$ cat src/rtl/bus_sizer_pkg.sv
// bus_sizer_pkg: termination, size and port-width encodings plus the FSM state
// type shared by the 68040 dynamic bus sizer.
package bus_sizer_pkg;

    // {TACKn, TEAn} as driven by the Amiga-side target
    typedef enum logic [1:0] {
        TERM_RETRY  = 2'b00,
        TERM_NORMAL = 2'b01,
        TERM_ERROR  = 2'b10,
        TERM_WAIT   = 2'b11
    } term_e;

    localparam logic [1:0] SIZ_LONG = 2'b00;
    localparam logic [1:0] SIZ_BYTE = 2'b01;
    localparam logic [1:0] SIZ_WORD = 2'b10;
    localparam logic [1:0] SIZ_LINE = 2'b11;

    localparam logic [1:0] PS_32     = 2'b00;
    localparam logic [1:0] PS_16     = 2'b01;
    localparam logic [1:0] PS_8      = 2'b10;
    localparam logic [1:0] PS_32_ALT = 2'b11;

    typedef enum logic [2:0] {IDLE, SETUP, ISSUE, WAIT, DONE} state_e;

    // A_PORT advance per sub-cycle; a 32-bit port wraps straight back to the start
    function automatic logic [1:0] addr_step(input logic [1:0] ps);
        logic [1:0] step;
        case (ps)
            PS_16:   step = 2'd2;
            PS_8:    step = 2'd1;
            default: step = 2'd0;
        endcase
        return step;
    endfunction

    // Index of the final sub-cycle, i.e. max(1, bytes/portbytes) - 1
    function automatic logic [1:0] last_sub(input logic [1:0] siz, input logic [1:0] ps);
        logic [1:0] last;
        last = 2'd0;
        case (ps)
            PS_16: if (siz == SIZ_LONG || siz == SIZ_LINE) last = 2'd1;
            PS_8: begin
                case (siz)
                    SIZ_WORD:           last = 2'd1;
                    SIZ_LONG, SIZ_LINE: last = 2'd3;
                    default:            last = 2'd0;
                endcase
            end
            default: last = 2'd0;
        endcase
        return last;
    endfunction

endpackage

$ cat src/rtl/bus_lane_steer.sv
// bus_lane_steer: combinational byte-lane steering between the CPU lanes and a
// 32/16/8-bit port that sits on the upper data lanes.
module bus_lane_steer
    import bus_sizer_pkg::*;
(
    input  logic [1:0]  i_portsize,
    input  logic [1:0]  i_a_port,
    input  logic        i_rnw,
    input  logic [31:0] i_d_cpu,
    input  logic [31:0] i_d_port,
    output logic [3:0]  o_rd_lane_en,
    output logic [31:0] o_rd_data,
    output logic [31:0] o_wr_data
);

    logic [1:0]  w_off;
    logic [3:0]  w_lane_mask;
    logic [31:0] w_port_mask;
    logic [31:0] w_cpu_shifted;

    // Offset is A_PORT aligned to the port width, so a 32-bit port is never shifted
    // and an odd byte on a 16-bit port rides on the port's second lane.
    always_comb begin
        w_off       = 2'd0;
        w_lane_mask = 4'b1111;
        w_port_mask = 32'hFFFF_FFFF;
        case (i_portsize)
            PS_16: begin
                w_off       = {i_a_port[1], 1'b0};
                w_lane_mask = 4'b0011;
                w_port_mask = 32'hFFFF_0000;
            end
            PS_8: begin
                w_off       = i_a_port;
                w_lane_mask = 4'b0001;
                w_port_mask = 32'hFF00_0000;
            end
            default: ;
        endcase
    end

    assign w_cpu_shifted = i_d_cpu << {w_off, 3'b000};

    // Lane enable bit n selects address lane n, i.e. bits [31-8n -: 8]
    assign o_rd_lane_en = i_rnw ? (w_lane_mask << w_off) : 4'b0000;
    assign o_rd_data    = i_d_port >> {w_off, 3'b000};
    assign o_wr_data    = (w_cpu_shifted & w_port_mask) | (i_d_cpu & ~w_port_mask);

endmodule

$ cat src/rtl/bus_sizer_sm.sv
// bus_sizer_sm: 68040 to Amiga-side dynamic bus sizing state machine.
// Optional bus timeout is compiled in with BUS_TIMEOUT_EN.
//
// state | meaning
// IDLE  | waiting for an off-board TS_CPUn
// SETUP | latch port width, compute sub-cycle count
// ISSUE | drive TSn low for one clock
// WAIT  | sample {TACKn,TEAn} each clock
// DONE  | TA to CPU; continue a burst or return to IDLE
module bus_sizer_sm
    import bus_sizer_pkg::*;
#(
    parameter int MAX_BURST = 4
`ifdef BUS_TIMEOUT_EN
    , parameter int TIMEOUT_CYCLES = 255
`endif
) (
    input  logic        CLK40,
    input  logic        RESET,
    input  logic        TS_CPUn,
    input  logic        RnW,
    input  logic [1:0]  SIZ,
    input  logic [1:0]  A_040,
    input  logic        LBENn,
    input  logic [1:0]  PORTSIZE,
    input  logic        TACKn,
    input  logic        TEAn,
    input  logic        TBIn,
    input  logic [31:0] D_CPU_IN,
    input  logic [31:0] D_PORT_IN,
    output logic        TSn,
    output logic [1:0]  A_PORT,
    output logic [31:0] D_CPU_OUT,
    output logic [31:0] D_PORT_OUT,
    output logic        D_PORT_OE,
    output logic        TA_CPUn,
    output logic        TEA_CPUn,
    output logic        TBI_CPUn,
    output logic        BUSY
);

    localparam int BEAT_W = (MAX_BURST > 1) ? $clog2(MAX_BURST) : 1;
`ifdef BUS_TIMEOUT_EN
    localparam int TO_W = $clog2(TIMEOUT_CYCLES + 1);
    logic [TO_W-1:0] r_to_cnt;
`endif

    state_e            r_state;
    logic              r_rnw, r_tsn, r_ta_n, r_tea_n, r_tbi_n, r_oe, r_busy;
    logic [1:0]        r_siz, r_a, r_portsize, r_a_port, r_k, r_last_k;
    logic [BEAT_W-1:0] r_beat;
    logic [31:0]       r_asm, r_d_cpu_out;

    logic [3:0]  w_rd_en;
    logic [31:0] w_rd_data;
    logic        w_ps32;
    term_e       w_term;

    assign w_term = term_e'({TACKn, TEAn});
    assign w_ps32 = (r_portsize == PS_32) || (r_portsize == PS_32_ALT);

    bus_lane_steer u_steer (
        .i_portsize   (r_portsize),
        .i_a_port     (r_a_port),
        .i_rnw        (r_rnw),
        .i_d_cpu      (D_CPU_IN),
        .i_d_port     (D_PORT_IN),
        .o_rd_lane_en (w_rd_en),
        .o_rd_data    (w_rd_data),
        .o_wr_data    (D_PORT_OUT)
    );

    always_ff @(posedge CLK40) begin
        if (RESET) begin
            r_state     <= IDLE;
            r_rnw       <= 1'b1;
            r_siz       <= SIZ_LONG;
            r_a         <= 2'd0;
            r_portsize  <= PS_32;
            r_a_port    <= 2'd0;
            r_k         <= 2'd0;
            r_last_k    <= 2'd0;
            r_beat      <= '0;
            r_asm       <= 32'd0;
            r_d_cpu_out <= 32'd0;
            r_tsn       <= 1'b1;
            r_ta_n      <= 1'b1;
            r_tea_n     <= 1'b1;
            r_tbi_n     <= 1'b1;
            r_oe        <= 1'b0;
            r_busy      <= 1'b0;
`ifdef BUS_TIMEOUT_EN
            r_to_cnt    <= '0;
`endif
        end else begin
            // Strobes are single-clock pulses unless re-asserted below
            r_tsn   <= 1'b1;
            r_ta_n  <= 1'b1;
            r_tea_n <= 1'b1;
            r_tbi_n <= 1'b1;
            case (r_state)
                IDLE: begin
                    if (!TS_CPUn && LBENn) begin
                        r_rnw   <= RnW;
                        r_siz   <= SIZ;
                        r_a     <= A_040;
                        r_busy  <= 1'b1;
                        r_state <= SETUP;
                    end
                end
                SETUP: begin
                    r_portsize <= PORTSIZE;
                    r_last_k   <= last_sub(r_siz, PORTSIZE);
                    r_k        <= 2'd0;
                    r_beat     <= '0;
                    r_a_port   <= r_a;
                    r_oe       <= !r_rnw;
                    r_state    <= ISSUE;
                end
                ISSUE: begin
                    r_tsn   <= 1'b0;
`ifdef BUS_TIMEOUT_EN
                    r_to_cnt <= '0;
`endif
                    r_state <= WAIT;
                end
                WAIT: begin
                    case (w_term)
                        TERM_NORMAL: begin
                            for (int l = 0; l < 4; l++) begin
                                if (w_rd_en[l]) r_asm[31-8*l -: 8] <= w_rd_data[31-8*l -: 8];
                            end
                            if (r_k != r_last_k) begin
                                r_k      <= r_k + 2'd1;
                                r_a_port <= r_a_port + addr_step(r_portsize);
                                r_state  <= ISSUE;
                            end else begin
                                r_state <= DONE;
                            end
                        end
                        TERM_RETRY: begin
                            if (r_k == 2'd0) begin
                                r_ta_n  <= 1'b0;
                                r_tea_n <= 1'b0;
                                r_busy  <= 1'b0;
                                r_oe    <= 1'b0;
                                r_state <= IDLE;
                            end else begin
                                r_state <= ISSUE;
                            end
                        end
                        TERM_ERROR: begin
                            r_tea_n <= 1'b0;
                            r_busy  <= 1'b0;
                            r_oe    <= 1'b0;
                            r_state <= IDLE;
                        end
                        default: begin
`ifdef BUS_TIMEOUT_EN
                            if (r_to_cnt == TO_W'(TIMEOUT_CYCLES - 1)) begin
                                r_tea_n <= 1'b0;
                                r_busy  <= 1'b0;
                                r_oe    <= 1'b0;
                                r_state <= IDLE;
                            end else begin
                                r_to_cnt <= r_to_cnt + 1'b1;
                            end
`endif
                        end
                    endcase
                end
                DONE: begin
                    r_ta_n      <= 1'b0;
                    r_d_cpu_out <= r_asm;
                    // Bursts continue only on a full-width port the target lets burst
                    if (r_siz == SIZ_LINE && w_ps32 && TBIn &&
                        r_beat != BEAT_W'(MAX_BURST - 1)) begin
                        r_beat  <= r_beat + 1'b1;
`ifdef BUS_TIMEOUT_EN
                        r_to_cnt <= '0;
`endif
                        r_state <= WAIT;
                    end else begin
                        if (r_siz == SIZ_LINE && !(w_ps32 && TBIn)) r_tbi_n <= 1'b0;
                        r_busy  <= 1'b0;
                        r_oe    <= 1'b0;
                        r_state <= IDLE;
                    end
                end
                default: r_state <= IDLE;
            endcase
        end
    end

    assign TSn       = r_tsn;
    assign A_PORT    = r_a_port;
    assign D_CPU_OUT = r_d_cpu_out;
    assign D_PORT_OE = r_oe;
    assign TA_CPUn   = r_ta_n;
    assign TEA_CPUn  = r_tea_n;
    assign TBI_CPUn  = r_tbi_n;
    assign BUSY      = r_busy;

endmodule

$ cat config.mk
export PLATFORM = sky130hd
export DESIGN_NAME = bus_sizer_sm
export DESIGN_NICKNAME = d
export VERILOG_FILES = /design/src/rtl/bus_sizer_pkg.sv /design/src/rtl/bus_lane_steer.sv /design/src/rtl/bus_sizer_sm.sv
export SDC_FILE = /design/constraint.sdc
export NUM_CORES = 1
export LEC_CHECK = 0
export CAP_MARGIN = 0
export CORE_MARGIN = 10
export CORE_UTILIZATION = 28
export CTS_BUF_LIST = sky130_fd_sc_hd__clkbuf_2 sky130_fd_sc_hd__clkbuf_4 sky130_fd_sc_hd__clkbuf_8
export DETAILED_ROUTE_END_ITERATION = 16
export SETUP_SLACK_MARGIN = 0.1
export SLEW_MARGIN = 20
export SYNTH_ARGS = -nofsm -noshare
export SYNTH_HDL_FRONTEND = slang
export SYNTH_HIERARCHICAL = 1
export SYNTH_SLANG_ARGS = --single-unit
$ cat constraint.sdc
create_clock -name CLK40 -period 2.58 [get_ports CLK40]
set_input_delay 0.387 -clock CLK40 [delete_from_list [all_inputs] [get_ports CLK40]]
set_output_delay 0.387 -clock CLK40 [all_outputs]
set_load 0.02 [all_outputs]
==> results of run 1 <==
cell families after synthesis:
family,Yosys count,synth area share [%]
flip-flops,88,35.10
multiplexers,73,15.03
buffers and inverters,60,6.407
adder cells (fa/ha/maj),15,3.740
AO/OA/AOI/OAI,133,16.16
XOR/XNOR,4,0.6982
AND/OR/NAND/NOR,235,22.86
final timing paths:
path | startpoint | end | slack, ps | cells after the start
max | r_portsize[0] | D_PORT_OUT[18] | 190 | 7
min | RESET | r_a[0] | 450 | 2
max reg2reg | r_portsize[0] | r_asm[17] | 360 | 9
min reg2reg | D_CPU_OUT[9] | D_CPU_OUT[9] | 460 | 2
through the flow:
step | utilization (%) | hold slack, ps
final | 39.96 | 445.8
after global routing | 39.96 | 442.1
after CTS | 39.90 | 441.2
after detailed placement | 38.53 | 446.6
after global placement | 38.53 | 441.8
after floorplan | - | 432.1
power by group:
part / internal, mW / switching [mW] / leakage [nW]
sequential: 1.37 / 0.0125 / 0.710
clock: 0.557 / 0.534 / 0.112
combinational: 0.224 / 0.234 / 1.69
state kept, by name (all words and copies together), names as in the netlist, 2 cells and up:
signal	count
r_siz	2
r_asm	32
r_state	3
r_a	2
r_last_k	2
r_portsize	2
D_CPU_OUT	32
r_beat	2
A_PORT	2
r_k	2
critical path, cell delays in order (launching register included):
cell and delay [ps]:
dfxtp_1 340, inv_1 80, ha_4 270, buf_4 150, nor2b_1 70, o211a_2 310
o211ai_1 210, clkbuf_2 200
routing by layer:
layer	GRT usage (%)	part of all wire [%]	vias up
met1	17.34	45	2194
met3	3.236	5.1	17
li1	-	-	2426
met4	3.104	1.5	0
met2	22.82	48	112
met5	0	0	-
what timing repair did:
item	CTS	global route
endpoints found under the setup margin	40	40
pin swaps	1	0
setup buffers	2	1
gates resized for setup	37	42
cloned	0	1
cells in the final DEF (no fill, tap or decap), types with 6 or more instances in the layout:
master,synthesis,routed
ha_1,15,13
nor2_1,20,18
nand3_1,34,34
nand4_1,9,9
clkdlybuf4s50_1,0,116
dlygate4sd2_1,0,15
clkbuf_2,0,15
dfxtp_1,88,87
o21ai_0,7,7
nand2_1,125,125
o2bb2ai_1,8,8
buf_4,4,22
mux2_2,7,7
inv_1,15,15
clkbuf_8,0,9
and2_1,9,9
o211ai_1,17,17
a21oi_1,78,77
a21boi_0,8,8
mux2i_1,63,62
nor3_1,6,6
layout make-up:
| class | instances | area share, % |
|---|---|---|
| diodes | 1 | 0.03595 |
| well taps | 225 | 4.045 |
| repair buffers | 175 | 23.53 |
| clock inverters | 7 | 1.456 |
| flip-flops and latches | 88 | 25.33 |
| clock buffers | 9 | 1.780 |
| inverters | 15 | 0.8089 |
| multi-input cells | 460 | 43.02 |
synthesized netlist by cell type, drive strengths merged, types with 2 or more instances:
cell | count | area, µm²
nand2b | 3 | 21.27
nor2 | 23 | 98.84
o211ai | 17 | 127.6
buf | 29 | 205.2
inv | 15 | 56.30
nor2b | 3 | 18.77
xnor2 | 3 | 26.28
o31ai | 2 | 15.01
o221a | 2 | 22.52
nor3b | 3 | 27.52
mux2 | 10 | 123.9
mux2i | 63 | 630.6
ha | 15 | 187.7
clkbuf | 16 | 60.06
nor3 | 7 | 46.30
o21ai | 7 | 35.03
nand2 | 127 | 491.7
o41ai | 2 | 17.52
or3 | 2 | 12.51
nand4 | 9 | 56.30
nand3 | 34 | 170.2
a21oi | 78 | 390.4
or4 | 2 | 15.01
and2 | 10 | 65.06
o2bb2ai | 8 | 70.07
nand3b | 3 | 26.27
dfxtp | 88 | 1762
a21boi | 8 | 60.06
==> flow_metrics.tcl, run 1 <==
set metrics [dict create \
    grt_setup_unrepaired "yes" \
    first_iter_violations 292 \
    drt_wl_total_um 16800 \
    yosysSeqAreaShare_pct 35.10 \
    htree_levels 3 \
    vias 4749 \
    grt_max_degree 66 \
    antenna_left 0 \
    cp-end-kind "output pin" \
    synth.net_count 701 \
    drc 0 \
    syn_area_um2 5019 \
    cts_buffers 9 \
    synth_area_per_cell_um2 8.254 \
    hpwl_um 12830 \
    synth_async_sr_flop_share_pct 0 \
    grt_first_pass_wirelength_um 26410 \
    ir_drop_mv 0.2308 \
    slew_headroom_pct 61.30 \
    synth_edf_count 0 \
    finalNetCount 842 \
    netlist_instances 608 \
    setup_slack_ps 186.2 \
    stdcell_area_um2 6960 \
    grt_use_total_pct 13.65 \
    dp.cells 959 \
    hold_violations 0 \
    layoutNonFillerInstCount 980 \
    dieArea_um2 23680 \
    final_max_slew_viol_count 0 \
    clockBufferDepth 2 \
    dieHeight_um 153.9 \
    core-area_um2 17420 \
    io_buffers 149 \
    io_pins 150 \
    finalClockSkew_ps 13.51 \
    drv_cap 0 \
    area_growth_pct 38.69 \
    gp_congestion 0.8168 \
    cp.arrival_ps 2010 \
    post-place-ws_ps 2.299 \
    antenna_found_initial 1 \
    placed_area_um2 6711 \
    fin_crit_sh_pct 92.78 \
    finalCriticalPeriod_ps 2394 \
    via_per_inst 4.846 \
    clk_latency_ps 360 \
    worstPathMaxFanout 8 \
    ys_types 60 \
    crit_type "reg -> out" \
    worstPathRequired_ps 2190 \
    setup_tns_ps 0 \
    row_count 48 \
    clock-sinks 88 \
    min_path_type "in -> reg" \
    yosys_warnings 6 \
    status "completed" \
    dr.pass1.iters 4 \
    start_util_pct 28.81 \
    overflow 0 \
    cts_hold_buffers 0 \
    seqCellArea_um2 1763 \
    finalPower_mw 2.930 \
    fmax_mhz 417.8 \
    multiInputGateArea_um2 2994 \
    yosys_most_used_dff "dfxtp_1" \
    setup_viol 0 \
    clock_tree.root_cell "clkbuf_8" \
    cts_tree "built" \
    die_w_um 153.9 \
    drive_gt1_share_pct 12.47 \
    pwr_density_cell_nw_per_um2 420.9 \
    grt_pass1_vias 4697 \
    cts.reportedPaths.clkPinSlew_ps 100 \
    start_kind "register" \
    synth-seq-cells 88 \
    p_leak_nw 2.511 \
    max_slew.worst_pin.slew_ps 576.1 \
    wl_per_cell_um 17.14 \
    fill_cells 1805 \
]
No activity file was read; power rests on OpenSTA's default activity.
==> inputs of run 2 (changes only) <==
ABC_CLOCK_PERIOD_IN_PS = 2580   (was not set)
SLEW_MARGIN = not set   (was 20)
==> results of run 2 <==
The final DEF is identical to that of run 1; final timing and power are the same.
